===== src/rtl/calc_input_sequencer.sv =====
// calc_input_sequencer
// Front-end sequencer for the combinational calculator ALU. Operand 1, operand 2
// and the op code are entered from switches in three button-stepped phases and
// held in registers that feed the ALU; the ALU result and flags are then
// captured for display.
//
// Optional feature: define CALC_SEQ_DEBOUNCE_EN to insert a per-button
// debouncer (DEBOUNCE_CYCLES stable cycles) between synchronizer and edge
// detector. Without it the synchronized level drives the edge detector.
//
// Ports
//   clk, rst_n        system clock, async active-low reset
//   sw[N]             operand switches
//   op_sw[4]          operation-code switches
//   btn_next          step button (async, active-high)
//   btn_clear         clear button (async, active-high)
//   alu_op_select[4]  registered op code to ALU
//   alu_operand1[N]   registered operand 1 to ALU
//   alu_operand2[N]   registered operand 2 to ALU
//   alu_resultado[2N] ALU result
//   alu_banderas[4]   ALU flags
//   result_q[2N]      captured result
//   flags_q[4]        captured flags
//   result_valid      capture held valid
//   phase[3]          one-hot LED phase (001 A, 010 B, 100 OP, 000 EXEC/SHOW)
//
// state   | meaning
// LOAD_A  | waiting for step to latch operand 1
// LOAD_B  | waiting for step to latch operand 2
// LOAD_OP | waiting for step to latch op code
// EXEC    | one settle cycle, capture ALU outputs at its end
// SHOW    | result displayed, step returns to LOAD_A

module calc_input_sequencer #(
   parameter int N               = 4,
   parameter int DEBOUNCE_CYCLES = 16
) (
   input  logic           clk,
   input  logic           rst_n,
   input  logic [N-1:0]   sw,
   input  logic [3:0]     op_sw,
   input  logic           btn_next,
   input  logic           btn_clear,
   output logic [3:0]     alu_op_select,
   output logic [N-1:0]   alu_operand1,
   output logic [N-1:0]   alu_operand2,
   input  logic [2*N-1:0] alu_resultado,
   input  logic [3:0]     alu_banderas,
   output logic [2*N-1:0] result_q,
   output logic [3:0]     flags_q,
   output logic           result_valid,
   output logic [2:0]     phase
);

   typedef enum logic [2:0] {
      S_LOAD_A  = 3'd0,
      S_LOAD_B  = 3'd1,
      S_LOAD_OP = 3'd2,
      S_EXEC    = 3'd3,
      S_SHOW    = 3'd4
   } state_t;

   if (DEBOUNCE_CYCLES < 2) begin : g_bad_cfg
      $error("calc_input_sequencer: DEBOUNCE_CYCLES must be at least 2");
   end

   // bit 0 = next, bit 1 = clear
   logic [1:0] btn_raw;
   logic [1:0] sync1;
   logic [1:0] sync2;
   logic [1:0] btn_lvl;
   logic [1:0] btn_prev;
   logic       step_pulse;
   logic       clear_pulse;

   assign btn_raw = {btn_clear, btn_next};

   always_ff @(posedge clk or negedge rst_n) begin
      if (!rst_n) begin
         sync1 <= '0;
         sync2 <= '0;
      end else begin
         sync1 <= btn_raw;
         sync2 <= sync1;
      end
   end

`ifdef CALC_SEQ_DEBOUNCE_EN
   localparam int CW = $clog2(DEBOUNCE_CYCLES);
   localparam logic [CW-1:0] DEB_LOAD = CW'(DEBOUNCE_CYCLES - 1);

   for (genvar g = 0; g < 2; g++) begin : g_deb
      logic [CW-1:0] deb_cnt;

      // Down-counter runs only while the input disagrees with the debounced
      // level; agreement (a bounce back) reloads it.
      always_ff @(posedge clk or negedge rst_n) begin
         if (!rst_n) begin
            deb_cnt    <= DEB_LOAD;
            btn_lvl[g] <= 1'b0;
         end else if (sync2[g] == btn_lvl[g]) begin
            deb_cnt <= DEB_LOAD;
         end else if (deb_cnt == '0) begin
            btn_lvl[g] <= sync2[g];
            deb_cnt    <= DEB_LOAD;
         end else begin
            deb_cnt <= deb_cnt - 1'b1;
         end
      end
   end
`else
   assign btn_lvl = sync2;
`endif

   always_ff @(posedge clk or negedge rst_n) begin
      if (!rst_n) btn_prev <= '0;
      else        btn_prev <= btn_lvl;
   end

   assign step_pulse  = btn_lvl[0] & ~btn_prev[0];
   assign clear_pulse = btn_lvl[1] & ~btn_prev[1];

   state_t state, state_nxt;
   logic   ld_a, ld_b, ld_op, capture, drop_valid;

   always_ff @(posedge clk or negedge rst_n) begin
      if (!rst_n) state <= S_LOAD_A;
      else        state <= state_nxt;
   end

   always_comb begin
      state_nxt  = state;
      ld_a       = 1'b0;
      ld_b       = 1'b0;
      ld_op      = 1'b0;
      capture    = 1'b0;
      drop_valid = 1'b0;
      if (clear_pulse) begin
         state_nxt = S_LOAD_A;
      end else begin
         case (state)
            S_LOAD_A:  if (step_pulse) begin ld_a  = 1'b1; state_nxt = S_LOAD_B;  end
            S_LOAD_B:  if (step_pulse) begin ld_b  = 1'b1; state_nxt = S_LOAD_OP; end
            S_LOAD_OP: if (step_pulse) begin ld_op = 1'b1; state_nxt = S_EXEC;    end
            S_EXEC:    begin capture = 1'b1; state_nxt = S_SHOW; end
            S_SHOW:    if (step_pulse) begin drop_valid = 1'b1; state_nxt = S_LOAD_A; end
            default:   state_nxt = S_LOAD_A;
         endcase
      end
   end

   always_ff @(posedge clk or negedge rst_n) begin
      if (!rst_n) begin
         alu_operand1  <= '0;
         alu_operand2  <= '0;
         alu_op_select <= '0;
         result_q      <= '0;
         flags_q       <= '0;
         result_valid  <= 1'b0;
      end else if (clear_pulse) begin
         alu_operand1  <= '0;
         alu_operand2  <= '0;
         alu_op_select <= '0;
         result_q      <= '0;
         flags_q       <= '0;
         result_valid  <= 1'b0;
      end else begin
         if (ld_a)  alu_operand1  <= sw;
         if (ld_b)  alu_operand2  <= sw;
         if (ld_op) alu_op_select <= op_sw;
         if (capture) begin
            result_q     <= alu_resultado;
            flags_q      <= alu_banderas;
            result_valid <= 1'b1;
         end else if (drop_valid) begin
            result_valid <= 1'b0;
         end
      end
   end

   always_comb begin
      phase = 3'b000;
      case (state)
         S_LOAD_A:  phase = 3'b001;
         S_LOAD_B:  phase = 3'b010;
         S_LOAD_OP: phase = 3'b100;
         default:   phase = 3'b000;
      endcase
   end

endmodule


===== config.mk =====
export PLATFORM = sky130hd
export DESIGN_NAME = calc_input_sequencer
export DESIGN_NICKNAME = d
export VERILOG_FILES = /design/src/rtl/calc_input_sequencer.sv
export SDC_FILE = /design/constraint.sdc
export NUM_CORES = 1
export LEC_CHECK = 0
export ABC_AREA = 1
export BUFFER_PORTS_ARGS = -buffer_cell sky130_fd_sc_hd__buf_2
export CAP_MARGIN = 20
export CORE_MARGIN = 2
export CORE_UTILIZATION = 26
export DETAILED_ROUTE_END_ITERATION = 10
export GPL_TIMING_DRIVEN = 0
export PLACE_DENSITY = 0.48
export SYNTH_ARGS = -nofsm -noshare
export SYNTH_HDL_FRONTEND = slang
export SYNTH_SLANG_ARGS = --single-unit

===== constraint.sdc =====
create_clock -name clk -period 1.43 [get_ports clk]
set_input_delay 0.143 -clock clk [delete_from_list [all_inputs] [get_ports clk]]
set_output_delay 0.143 -clock clk [all_outputs]
set_load 0.02 [all_outputs]

# Yosys cells after proc, flatten, opt, wreduce, memory -nomap -nowiden
# Cells that the tools add are included.
[totals] ram_bits=0 out_inout_bits=28 n_memories=0 latch_bits=0 word_cells=60 input_bits=24 rom_bits=0 reg_bits=34
[classes] reduce_logical=7 magnitude_cmp=0 mul=0 addsub=0 n_shift=0 bitwise_logic=4 n_mux=31 div_mod_pow=0 n_eq_ne=8
[ops] cell="4-bit two-way mux" count=8
[ops] cell="8-bit two-way mux" count=2
[ops] cell="3-bit two-way mux" count=5
[ops] cell="3-bit one-hot mux with 5 select lines" count=1
[ops] cell="1-bit two-way mux" count=14
[ops] cell="3-bit != test (second input constant)" count=4
[ops] cell="3-bit one-hot mux with 3 select lines" count=1
[ops] cell="2-bit nonzero test" count=4
[ops] cell="3-bit by 2-bit equality test with 1-bit output (second input constant)" count=2
[ops] cell="4-bit AND reduction" count=1
[ops] cell="3-bit by 1-bit equality test with 1-bit output (second input constant)" count=1
[ops] cell="3-bit equality test (second input constant)" count=1
[ops] cell="3-bit zero test" count=1
[ops] cell="3-bit nonzero test" count=1
[ops] cell="1-bit AND" count=2
[ops] cell="1-bit inverter" count=2

# Depth between registers and ports, before layout
# Gate-level depths: netlist of run 1.
[depth] ltp_word=8 depth_mapped=7 depth_no_buf=7

# Least setup slack after synthesis of run 1
# OpenSTA, ideal clock, no wires.
[synth_timing] path_type="reg2reg" startpoint="register state[0]" endpoint="register alu_op_select[0]" path_stages_with_launch=7 required_ps=1312 arrival_time_ps=991 setup_time_ps=118 setup_slack_ps=321 cell_sequence="dfrtp_1 -> nor2_1 -> nand2_1 -> inv_2 -> nand2_2 -> nand3_1 -> nand2_1"
[synth_via] elab_chain_cells=4
[synth_rtl] item="start, declared" line="123" source="state_t state, state_nxt;"
[synth_rtl] item="start signal, assigned" line="128" source="else state <= state_nxt;"
[synth_rtl] item="3-bit by 2-bit equality test with 1-bit output" line="141" source="case (state)"
[synth_rtl] item="1-bit two-way mux" line="141"
[synth_rtl] item="1-bit two-way mux" line="138" source="if (clear_pulse) begin"
[synth_rtl] item="2-bit nonzero test (no line)"
[synth_rtl] item="end signal, assigned" line="170" source="if (ld_op) alu_op_select <= op_sw;"
[synth_rtl] item="end, declared" line="44" source="output logic [3:0] alu_op_select,"
# Every way passes these cells.
# A chain may end at the register's enable or synchronous reset.

# Worst setup path after layout of run 1
[layout_timing] startpoint="register state[2]" endpoint="output phase[1]"
[layout_via] elab_chain_cells=2 elab_cells_between_ends=4 classes_between="eq/ne: 2; mux: 1; reduce/logical: 1"
[layout_rtl] item="3-bit by 2-bit equality test with 1-bit output (tied with other cells)" line="183" source="case (state)"
[layout_rtl] item="3-bit one-hot mux with 3 select lines (*)" line="183"
[layout_rtl] item="end, declared" line="52" source="output logic [2:0] phase"
# Every way passes the cells marked *; elsewhere a longest branch is shown, timed or not.

==> impl_metrics.json, run 1 <==
{
  "port_buffers": 51,
  "overflow": 0,
  "yosysWarnings": 0,
  "cap_violations": 0,
  "start_kind": "flop",
  "ioPinCount": 52,
  "drc": 0,
  "area_growth_pct": 35.0,
  "critPathMaxFanout": 4,
  "ys_seq_area_share_pct": 61.3,
  "drt-initial-drc-count": 43,
  "num_vias": 1226,
  "antenna_found_initial": 0,
  "clk_latency_ps": 280,
  "layout_common_cells": "55 x buf_2, 54 x nand2_1, 33 x dfrtp_1, 23 x nand3_1",
  "antenna_left": 0,
  "fin_crit_ps": 1390,
  "tightest_slew_ps": 760,
  "cts_buffers": 5,
  "cts.clk_slew.worst_paths_ps": 70,
  "avgViaCountPerCell": 4.30,
  "die_area_um2": 5940,
  "synth_fp_nets": 175,
  "power.density_nw_per_um2": 1630,
  "ff2ff_setup_slack_ps": 200,
  "end_kind": "output port",
  "clock_path_buffers": 2,
  "die_h_um": 77.1,
  "fmaxAchievable_mhz": 718,
  "fin_crit_sh_pct": 97.4,
  "placed_cell_area_um2": 1730,
  "rsz0062_at_grt": "yes",
  "synth.avg_cell_area_um2": 9.20,
  "num_antenna_cells": 0,
  "cts-root-buf": "clkbuf_8",
  "cts_tree": "yes",
  "design_area_um2": 1870,
  "numClockSinks": 34,
  "critical_path_class": "reg -> out",
  "irDropWorstVdd_mv": 0.628,
  "hold_path_class": "in -> reg",
  "status": "complete, no violations",
  "grt_max_degree": 35,
  "synth_cell_types": 17,
  "cp.arrival_ps": 1250,
  "die_x_um": 77.1,
  "synth_area_um2": 1390,
  "rows": 26,
  "drv_slew": 0,
  "place_hpwl_mm": 2.38,
  "hold_violations": 0,
  "grt_pass1_wl_mm": 5.77,
  "final_core_util_pct": 36.5,
  "tns_ps": 0,
  "drive_gt1_share_pct": 35.8,
  "first_pass_iters": 4,
  "avgRoutedWirePerCell_um": 11.8,
  "whs_ps": 55.1,
  "synth-seq-cells": 34,
  "setup_viol": 0,
  "gp_congestion": 0.748,
  "slew_headroom_pct": 49.4,
  "syn_inst": 151,
  "leakage_nw": 1.10,
  "coreArea_um2": 5140,
  "fin_nets": 238,
  "grtUsageTotal_pct": 12.2,
  "start_util_pct": 27.0,
  "cts.htree.levels": 2,
  "fin_worst_skew_ps": 8.48,
  "first_global_vias": 1236,
  "required_ps": 1290,
  "final_common_cell": "buf_2",
  "routed_wl_mm": 3.36
}
## stage by stage
stage	power, W	setup WS [ps]	std cells
2_1_floorplan	0.00194	321	151
3_3_place_gp	0.00230	256	272
3_5_place_dp	0.00231	283	272
4_1_cts	0.00308	23.7	284
5_1_grt	0.00329	-55.0	285
6_report	0.00306	37.5	285
## kinds of logic (layout without fill, tap and decap cells)
family | after synthesis | count (layout) | synth area share [%]
buffers and inverters | 17 | 81 | 5.59
flip-flops | 34 | 34 | 61.3
AND/OR/NAND/NOR | 93 | 93 | 30.4
AO/OA/AOI/OAI | 7 | 7 | 2.70
## Yosys cell counts
| cell type | instances | area, um2 |
|---|---|---|
| nor2_1 | 1 | 3.75 |
| buf_2 | 5 | 25.0 |
| nand2_2 | 4 | 25.0 |
| nor2_4 | 1 | 11.3 |
| nand4_1 | 8 | 50.1 |
| a21oi_1 | 1 | 5.00 |
| inv_1 | 8 | 30.0 |
| buf_6 | 1 | 11.3 |
| nand2_1 | 54 | 203 |
| o21ai_1 | 4 | 20.0 |
| nand3_1 | 23 | 115 |
| dfrtp_1 | 34 | 851 |
| nor3_1 | 1 | 5.00 |
| a21o_1 | 1 | 7.51 |
| inv_2 | 3 | 11.3 |
| o21ai_0 | 1 | 5.00 |
| nand3_2 | 1 | 10.0 |
## layout make-up
class / count / area [um2]
sequential: 34 / 852
buffer: 6 / 36.3
timing repair buffer: 56 / 303
inverter: 11 / 41.3
multi-input combinational: 100 / 463
clock inverter: 1 / 5.00
tap: 70 / 87.6
fill: 573 / 3270
clock buffer: 7 / 86.3
## repair_timing
item                                    4_1_cts  5_1_grt
buffers inserted                              1        1
hold endpoints to repair                     36        0
hold buffers                                  3        0
pin swaps                                     0        0
gates resized for setup                       1        2
endpoints found under the setup margin        2        2
## layer usage
metal	wire length, um	track usage (%)	vias up
met1	1660	16.8	549
li1	-	-	616
met3	322	4.94	7
met5	0	0	-
met2	1330	16.9	54
met4	42	4.64	0
## where the power goes
group	switching (W)	leakage [nW]	total (W)	internal (W)
combinational	0.000675	0.600	0.00104	0.000362
sequential	0.000126	0.448	0.00129	0.00116
clock	0.000344	0.0482	0.000732	0.000388
## flip-flops by register name, summed over array words and instances, names as in the netlist, 3 cells and up
register / cells
alu_op_select: 4
alu_operand1: 4
alu_operand2: 4
flags_q: 4
result_q: 8
state: 3
## critical path: stages (launching register included)
cell,delay (ps)
dfrtp_1,410
inv_1,110
nand3_1,170
inv_2,110
buf_2,160
## final timing paths
path	startpoint	to	depth (start not counted)
max	state[2]	phase[1]	4
min	alu_resultado[0]	result_q[0]	3
max reg2reg	state[2]	alu_operand2[0]	7
min reg2reg	sync1[1]	btn_lvl[1]	0
max in group asynchronous	rst_n	state[0]	2
min in group asynchronous	rst_n	alu_operand2[3]	2
No activity file was read; power rests on OpenSTA's default activity.
==> run 2: changes to the inputs <==
--- a/config.mk
+++ b/config.mk
@@ -13,6 +13,7 @@
 export DETAILED_ROUTE_END_ITERATION = 10
 export GPL_TIMING_DRIVEN = 0
 export PLACE_DENSITY = 0.48
+export RECOVER_POWER = 50
 export SYNTH_ARGS = -nofsm -noshare
 export SYNTH_HDL_FRONTEND = slang
 export SYNTH_SLANG_ARGS = --single-unit
==> impl_metrics.json, run 2 (same netlist as run 1, synthesis figures left out) <==
{
  "start_kind": "flop",
  "dp.cells": 272,
  "critical_path_class": "reg -> out",
  "drv_slew": 0,
  "final_core_util_pct": 35.8,
  "fin_worst_skew_ps": 8.75,
  "setup_viol": 0,
  "cpPeakStageDelay_ps": 410,
  "overflow": 0,
  "clk_latency_ps": 280,
  "area_growth_pct": 32.5,
  "coreArea_um2": 5140,
  "critPathMaxFanout": 4,
  "first_pass_iters": 4,
  "cp.arrival_ps": 1250,
  "leakage_nw": 0.993,
  "slew_headroom_pct": 43.8,
  "end_kind": "output port",
  "power.density_nw_per_um2": 1640,
  "fmaxAchievable_mhz": 719,
  "irDropWorstVdd_mv": 0.613,
  "first_global_vias": 1236,
  "clock_path_buffers": 2,
  "fillers": 587,
  "gp_congestion": 0.748,
  "routed_wl_mm": 3.35,
  "place_ws_ps": 283,
  "tns_ps": 0,
  "largest_reg_flops": 8,
  "status": "complete, no violations",
  "rows": 26,
  "avgRoutedWirePerCell_um": 11.7,
  "cts_tree": "yes",
  "die_h_um": 77.1,
  "drt-initial-drc-count": 47,
  "seq_area_um2": 852,
  "crit_chain": "inv_1, nand3_1, inv_2, buf_2",
  "drive_gt1_share_pct": 23.7,
  "num_vias": 1221,
  "grtUsageTotal_pct": 12.2,
  "fin_nets": 238,
  "antenna_left": 0,
  "fin_ws_ps": 38.4,
  "final_common_cell": "nand2_1",
  "cts-root-buf": "clkbuf_8",
  "fin_crit_ps": 1390,
  "required_ps": 1290,
  "multi_input_area_um2": 460,
  "start_util_pct": 27.0,
  "hold_path_class": "in -> reg",
  "largest-register": "result_q",
  "cts_buffers": 5,
  "cap_violations": 0,
  "cts.htree.levels": 2,
  "grt_max_degree": 35,
  "final_cells": 285,
  "ioPinCount": 52,
  "die_area_um2": 5940,
  "avgViaCountPerCell": 4.28,
  "grt_pass1_wl_mm": 5.77,
  "numClockSinks": 34,
  "antenna_found_initial": 0,
  "place_hpwl_mm": 2.38,
  "tightest_slew_ps": 844,
  "slowest_stage": "dfrtp_1",
  "drc": 0,
  "placed_cell_area_um2": 1730,
  "rsz0062_at_grt": "yes",
  "fin_crit_sh_pct": 97.3,
  "cts.clk_slew.worst_paths_ps": 70,
  "hold_violations": 0,
  "num_antenna_cells": 0,
  "design_area_um2": 1840,
  "die_x_um": 77.1,
  "port_buffers": 51,
  "layout_common_cells": "55 x nand2_1, 33 x dfrtp_1, 29 x buf_2, 26 x clkbuf_1, 23 x nand3_1"
}
==> run 2: changes by cell type in the layout (fill, tap and decap cells not counted), sizes merged <==
cell    change
clkbuf     +26
buf        -26
==> run 2: cell type report <==
class	instances	area share, %
Buffer	6	1.97
Sequential cell	34	46.3
Multi-Input combinational cell	100	25.0
Clock buffer	7	4.69
Timing Repair Buffer	56	14.8
Inverter	11	2.24
Tap cell	70	4.76
Clock inverter	1	0.272
==> run 2: repair_timing <==
item,CTS,global route
resized for setup,1,2
hold buffers,3,0
buffers inserted,1,1
endpoints found under the setup margin,2,2
endpoints found under the hold margin,36,0
==> run 2: per-stage QoR <==
step	hold WS, ps	power [W]
floorplan	-153	0.00194
global placement	252	0.00230
detailed placement	252	0.00231
CTS	46.0	0.00308
global route	44.6	0.00325
finish	55.6	0.00302
==> run 2: power by group <==
part	switching [W]	total, W	internal [W]
Combinational	0.000675	0.000990	0.000314
Clock	0.000343	0.000732	0.000388
Sequential	0.000130	0.00129	0.00116
==> run 2: worst max-delay path: cells and delay by family (launching register included) <==
| family | cells | cell delay [ps] |
|---|---|---|
| simple gates | 1 | 170 |
| flops | 1 | 410 |
| buf+inv | 3 | 380 |
==> run 2: final timing paths <==
kind                       slack, ps        startpoint               to  cells past startpoint
setup / recovery                  40          state[2]         phase[1]                      4
hold / removal                    60  alu_resultado[0]      result_q[0]                      3
setup reg to reg                 200          state[2]  alu_operand2[0]                      7
hold reg to reg                  350          sync1[1]       btn_lvl[1]                      0
max in group asynchronous        360             rst_n         state[0]                      2
min in group asynchronous        500             rst_n  alu_operand2[3]                      2
==> run 2: routing by layer <==
layer / vias to the layer above / wire, um / GRT usage [%]
met5: - / 0 / 0
met4: 0 / 42 / 4.64
met3: 7 / 321 / 4.94
met2: 52 / 1320 / 16.9
met1: 546 / 1660 / 16.8
li1: 616 / - / -
